File: config.mk
export PLATFORM = sky130hd
export DESIGN_NAME = rf_wb_arbiter
export DESIGN_NICKNAME = d
export VERILOG_FILES = /design/src/rtl/rf_wb_arbiter.sv
export SDC_FILE = /design/constraint.sdc
export NUM_CORES = 1
export LEC_CHECK = 0
export CORE_UTILIZATION = 40
export DETAILED_ROUTE_END_ITERATION = 12
export PLACE_DENSITY = 0.8
export SYNTH_ARGS = -nofsm -noshare
export SYNTH_HDL_FRONTEND = slang
export SYNTH_SLANG_ARGS = --single-unit
File: constraint.sdc
create_clock -name clk -period 2.9 [get_ports clk]
set_clock_uncertainty 0.05 [all_clocks]
set_input_delay 0.725 -clock clk [delete_from_list [all_inputs] [get_ports clk]]
set_output_delay 0.725 -clock clk [all_outputs]
set_load 0.1 [all_outputs]
File: src/rtl/rf_wb_arbiter.sv
// Write-back arbiter for the 2R/1W register file, plus the register scoreboard.
// Merges execute and load results onto one registered write port, round-robin under contention.
module rf_wb_arbiter #(
  parameter int XLEN = 32,
  parameter int NREG = 32,
  parameter int AW   = $clog2(NREG)
) (
  input  logic            clk,
  input  logic            rst,
  input  logic            flush,
  input  logic            exe_valid,
  output logic            exe_ready,
  input  logic [AW-1:0]   exe_rd,
  input  logic [XLEN-1:0] exe_data,
  input  logic            mem_valid,
  output logic            mem_ready,
  input  logic [AW-1:0]   mem_rd,
  input  logic [XLEN-1:0] mem_data,
  input  logic            iss_claim,
  input  logic [AW-1:0]   iss_rd,
  input  logic [AW-1:0]   q_rs1,
  input  logic [AW-1:0]   q_rs2,
  output logic            q_busy1,
  output logic            q_busy2,
  output logic            we0,
  output logic [AW-1:0]   wr_addr0,
  output logic [XLEN-1:0] wr_din0,
  output logic            sb_err
);

  localparam int NSB = 1 << AW;

  typedef enum logic {
    GRANT_EXE = 1'b0,
    GRANT_MEM = 1'b1
  } grant_e;

  grant_e          last_grant_q, last_grant_d;
  logic            we_q, we_d;
  logic [AW-1:0]   wr_addr_q, wr_addr_d;
  logic [XLEN-1:0] wr_din_q, wr_din_d;
  logic [NSB-1:0]  pending_q, pending_d;
  logic            sb_err_q, sb_err_d;

  logic            grant_exe, grant_mem, xfer;
  logic [AW-1:0]   xfer_rd;
  logic [XLEN-1:0] xfer_data;
  logic            claim_ok;

  // Ready is purely combinational so a transfer completes in the cycle it is offered.
  always_comb begin
    grant_exe = 1'b0;
    grant_mem = 1'b0;
    if (rst && !flush) begin
      if (exe_valid && mem_valid) begin
        if (last_grant_q == GRANT_MEM) grant_exe = 1'b1;
        else                           grant_mem = 1'b1;
      end else begin
        grant_exe = exe_valid;
        grant_mem = mem_valid;
      end
    end
  end

  assign exe_ready = grant_exe;
  assign mem_ready = grant_mem;
  assign xfer      = grant_exe | grant_mem;
  assign xfer_rd   = grant_exe ? exe_rd   : mem_rd;
  assign xfer_data = grant_exe ? exe_data : mem_data;
  assign claim_ok  = iss_claim && (iss_rd != '0) && !flush;

  always_comb begin
    last_grant_d = last_grant_q;
    we_d         = 1'b0;
    wr_addr_d    = wr_addr_q;
    wr_din_d     = wr_din_q;
    pending_d    = pending_q;
    sb_err_d     = sb_err_q;

    if (xfer) begin
      last_grant_d = grant_exe ? GRANT_EXE : GRANT_MEM;
      we_d         = (xfer_rd != '0);
      wr_addr_d    = xfer_rd;
      wr_din_d     = xfer_data;
    end

    // Clear before set so a same-edge claim keeps the register reserved.
    if (flush) begin
      pending_d = '0;
    end else begin
      if (xfer && (xfer_rd != '0)) pending_d[xfer_rd] = 1'b0;
      if (claim_ok) begin
        pending_d[iss_rd] = 1'b1;
        if (pending_q[iss_rd]) sb_err_d = 1'b1;
      end
    end
    pending_d[0] = 1'b0;
  end

  always_ff @(posedge clk) begin
    if (!rst) begin
      last_grant_q <= GRANT_MEM;
      we_q         <= 1'b0;
      wr_addr_q    <= '0;
      wr_din_q     <= '0;
      pending_q    <= '0;
      sb_err_q     <= 1'b0;
    end else begin
      last_grant_q <= last_grant_d;
      we_q         <= we_d;
      wr_addr_q    <= wr_addr_d;
      wr_din_q     <= wr_din_d;
      pending_q    <= pending_d;
      sb_err_q     <= sb_err_d;
    end
  end

  assign q_busy1  = (q_rs1 != '0) && pending_q[q_rs1];
  assign q_busy2  = (q_rs2 != '0) && pending_q[q_rs2];
  assign we0      = we_q;
  assign wr_addr0 = wr_addr_q;
  assign wr_din0  = wr_din_q;
  assign sb_err   = sb_err_q;

endmodule
# Yosys cells after proc, flatten, opt, wreduce, memory -nomap -nowiden
# Index checks and enable logic that the tools add are counted.
[word_totals]
register_bits = 72
wordCells = 58
[classes]
order_cmp = 6
muxes = 22
bitwise = 6
n_reduce_logical = 17
[ops]
columns = ["operator", "n"]
rows = [
  ["32-bit 2-to-1 mux", 4],
  ["32-bit bitwise AND", 1],
  ["32-bit NOT", 1],
  ["32-bit OR", 1],
  ["5-bit by 6-bit less-than comparator with 1-bit output (second input constant)", 4],
  ["5-bit nonzero test", 4],
  ["1-bit binary-select mux with 5-bit select", 3],
  ["1-bit 2-to-1 mux", 12],
  ["1-bit demux with 5-bit select", 2],
  ["5-bit by 1-bit >= comparator with 1-bit output (second input constant)", 2],
  ["1-bit logical AND", 9],
  ["5-bit 2-to-1 mux", 1],
  ["3-bit AND reduction", 1],
  ["1-bit NOT", 2],
  ["2-bit AND reduction", 1],
  ["2-bit OR reduction", 1],
  ["1-bit logical NOT", 1],
  ["1-bit OR", 1],
]

# Depth between registers and ports, before layout
[depth]
word_depth = 14
depth_mapped = 9

# Worst setup path after synthesis
# OpenSTA, ideal clock, no wires.
[synth_timing]
path_kind = "input -> output"
startpoint = "in rst"
endpoint = "out mem_ready"
t_arrival_ns = 3.369
path_slack_ns = -1.244
path_stages = 4
cell_sequence = "buf_2 > nand2b_1 > clkbuf_1 > a211oi_1"
[synth_via]
elab_chain_len = 2
[synth_rtl]
columns = ["item", "line", "text"]
rows = [
  ["start, declared", "9", "input logic rst,"],
  ["1-bit logical AND", "54", "if (rst && !flush) begin"],
  ["1-bit 2-to-1 mux", "54", ""],
  ["end, declared", "16", "output logic mem_ready,"],
]
# Every way passes these cells.

# Worst setup path in the final report
[layout_timing]
startpoint = "in q_rs2[0]"
endpoint = "out q_busy2"
[layout_via]
elab_chain_len = 3
[layout_rtl]
columns = ["item", "line", "text"]
rows = [
  ["start, declared", "22", "input logic [AW-1:0] q_rs2,"],
  ["1-bit binary-select mux with 5-bit select", "119", "assign q_busy2 = (q_rs2 != '0) && pending_q[q_rs2];"],
  ["1-bit 2-to-1 mux (implied by the code)", "119", ""],
  ["1-bit logical AND (*)", "119", ""],
  ["end, declared", "24", "output logic q_busy2,"],
]
# Mark *: on every way between the ends. The rest lies on a longest branch, timed or not. The select of a mux whose other input is x is not followed.

==> impl_results.md <==
- Core Region: 9860 um^2
- Yosys cell types: 37
- Final wirelength: between 10 and 15 mm
- Vias/cell: 5.69
- Placed Area: 5720 um^2
- I/O pin total: 138
- Fraction of layout cells with a size suffix above 1: 20.9%
- Reg2Reg Launch Point: last_grant_q
- Total power: 2.54 mW
- Initial core utilization: between 40% and 50%
- CTS H-tree lvls: 3
- FF-to-FF End: pending_q[19]
- Top-count cell post-synth: nand2_1
- Max-Slew Margin vs Limit: 57.5%
- Largest net degree at the start of global routing: slightly above 50
- PD cells: roughly 430 nW/um^2
- Synth area leaders: dfxtp_1, mux4_2, nand2_1
- Clock Latency Late Sink: 0.34 ns
- Post-CTS Setup Bufs: 0
- Vias in the first global route: between 4000 and 5000
- Setup Crit Path Kind: primary input to primary output
- Number of diodes: 0
- 1st-iter DRT viols: 281
- Max-cap viol count: 0
- Initial antenna violation count: 0
- Post-DP HPWL: 9.88 mm
- Number of synthesized flops with an enable pin: 0
- Final Hold Vio Count: 0
- Arrival @ worst endpoint: 2.25 ns
- Max clock buf depth: 2
- Hold WC Path Type: flop to flop
- Clock root buffer: clkbuf_8
- Max Slew Vio Count: 0
- Register area share after synthesis: 34.7%
- DRC Markers: 0
- Post-DRT Antenna Nets: 0
- P&R area growth vs syn: 44.9%
- CP Launch Type: primary input
- Layout Cell Area excl Fill: 5940 um^2
- Total Die Area: 10700 um^2
- Worst Setup EP: q_busy2
- RSZ-0062 raised after global routing: yes
- Register bit total from synthesis: a little over 70
- Status: finished with violations
- GRT Overall Usage: 25.3%
- Reg2Reg Setup Slack: 0.98 ns
- CTS tree: done
- FFs w/ async S/R, synth: 0%
- Hold Crit Start: sb_err
- GRT overflow: 0
- Vias: 4344
- Crit share post-route: 104%
- Die X: 103 um
- Net Count, Synth: roughly 580
- CP Max Fanout: 7
- DIE HEIGHT: 103 um
- Slew @ Worst Pin: 0.634 ns
- Routability cong.: between 1 and 1.5
- Synth Flop Type: dfxtp_1
- Final setup violation count: 2
- FP Rows: 36
- Area leader, netlist: dfxtp_1
- Max VDD drop: 0.000318 V
- Drt pass-1 iters: 5
- Setup ws final: -0.122 ns
- Nets@finish: 721
- FF-to-FF path depth: 6
- Clock-pin slew on the worst setup and hold paths: 0.08 ns
- Area share of the largest cell type after synthesis: between 30% and 40%
- CP endpoint kind: primary output
- PortBufs: 137
- Cell count after synthesis: 484
- Worst Setup SP: q_rs2[0]
- Maximum clock frequency: 331 MHz
- Clock sinks: 71
- CP Data Required Time: 2.12 ns
- P_leak: 2.58 nW
- Synthesis Warnings: 0
- Netlist Area Pre-Place: 4100 um^2
- Post-synth top cells: nand2_1, dfxtp_1, nand3_1
- First-pass GRT wire length: 20.6 mm
- WL/cell: between 15 and 20 um
- Minimum clock period: ~3.0 ns
- Post-Syn Area per Cell: roughly 8.5 um^2
- Failing checks: negative setup slack
- TritonCTS Buffers: 9
[power breakdown]
| group | switching, mW | total, mW | leakage, nW | internal [mW] |
|---|---|---|---|---|
| Combinational | 0.449 | 0.716 | 1.91 | 0.267 |
| Clock | 0.373 | 0.789 | 0.0981 | 0.416 |
| Sequential | 0.0228 | 1.03 | 0.579 | 1.01 |
| Total | 0.845 | 2.54 | 2.58 | 1.69 |
[worst min-delay path by stage]
| stage | to | slack [ns] | cells past startpoint |
|---|---|---|---|
| 2_1_floorplan | pending_q[22] | 0.42 | 2 |
| 3_3_place_gp | sb_err | 0.40 | 2 |
| 3_5_place_dp | sb_err | 0.40 | 2 |
| 4_1_cts | wr_din0[17] | 0.46 | 1 |
| 5_1_grt | wr_din0[27] | 0.47 | 1 |
| 6_report | sb_err | 0.45 | 2 |
[per-layer routing]
metal / wire (um) / global-route usage, %
met3: 1150 / 5.85
met5: 0 / 0
met4: 394 / 11.5
met1: 5010 / 30.3
met2: 6270 / 43.2
[stage by stage]
step	hold WS, ns	instances	TNS [ns]	worst slack [ns]	utilization, %
floorplan	0.420	484	-0.108	-0.0557	-
global placement	0.399	749	-1.36	-0.691	58.0
detailed placement	0.399	749	-1.44	-0.722	58.0
CTS	0.458	765	-0.352	-0.223	60.1
global route	0.473	764	-0.307	-0.163	60.2
finish	0.449	764	-0.237	-0.122	60.2
[critical path, cell delays in order]
cell,delay [ns]
buf_12,0.10
mux4_2,0.48
mux4_2,0.48
mux2_4,0.30
buf_12,0.17
[cell families after synthesis]
family	Yosys count	share of synthesized area [%]
AOI/OAI and AO/OA	129	21.7
DFF	71	34.7
and+or+nand+nor	204	23.1
buffers and inverters	47	4.64
muxes	33	15.8
[flip-flops by register name, indices dropped and copies added (netlist names)]
| name | count |
|---|---|
| last_grant_q | 1 |
| pending_q | 31 |
| sb_err | 1 |
| we0 | 1 |
| wr_addr0 | 5 |
| wr_din0 | 32 |
[repair_timing]
item                       4_1_cts  5_1_grt
hold buffers                     0        0
setup endpoints to repair        2        2
gates resized for setup         31        8
[cell usage in the layout (no fill, tap or decap), types with 2 or more instances in the layout]
| cell type | count |
|---|---|
| mux2_2 | 3 |
| clkinv_2 | 3 |
| mux2i_1 | 3 |
| clkinvlp_4 | 2 |
| mux4_2 | 25 |
| nor2_1 | 6 |
| buf_12 | 7 |
| o211ai_1 | 3 |
| a32o_1 | 3 |
| a21oi_1 | 31 |
| clkbuf_8 | 10 |
| buf_4 | 72 |
| mux2_4 | 2 |
| o211a_1 | 37 |
| a41oi_1 | 2 |
| o21ai_1 | 3 |
| nand3_1 | 38 |
| nor4_1 | 3 |
| inv_1 | 7 |
| nor3_1 | 10 |
| o21ai_0 | 36 |
| clkdlybuf4s50_1 | 89 |
| nand3b_1 | 2 |
| nor4b_1 | 6 |
| a211oi_1 | 2 |
| a31oi_1 | 6 |
| nor2b_1 | 7 |
| or2_2 | 2 |
| nand2b_1 | 9 |
| dfxtp_1 | 71 |
| buf_6 | 2 |
| nand2_1 | 112 |
| nor3b_1 | 3 |
| and2_1 | 2 |
[area by class of cell]
cell class              count  area, um^2
multi-input cells         366        2520
fillers                   847        3930
inverters                   7        26.3
clock inverters             6        60.1
well taps                 133         166
repair buffers            171        1610
flip-flops and latches     71        1420
clock buffers              10         138
(Power assumes the default switching activity.)
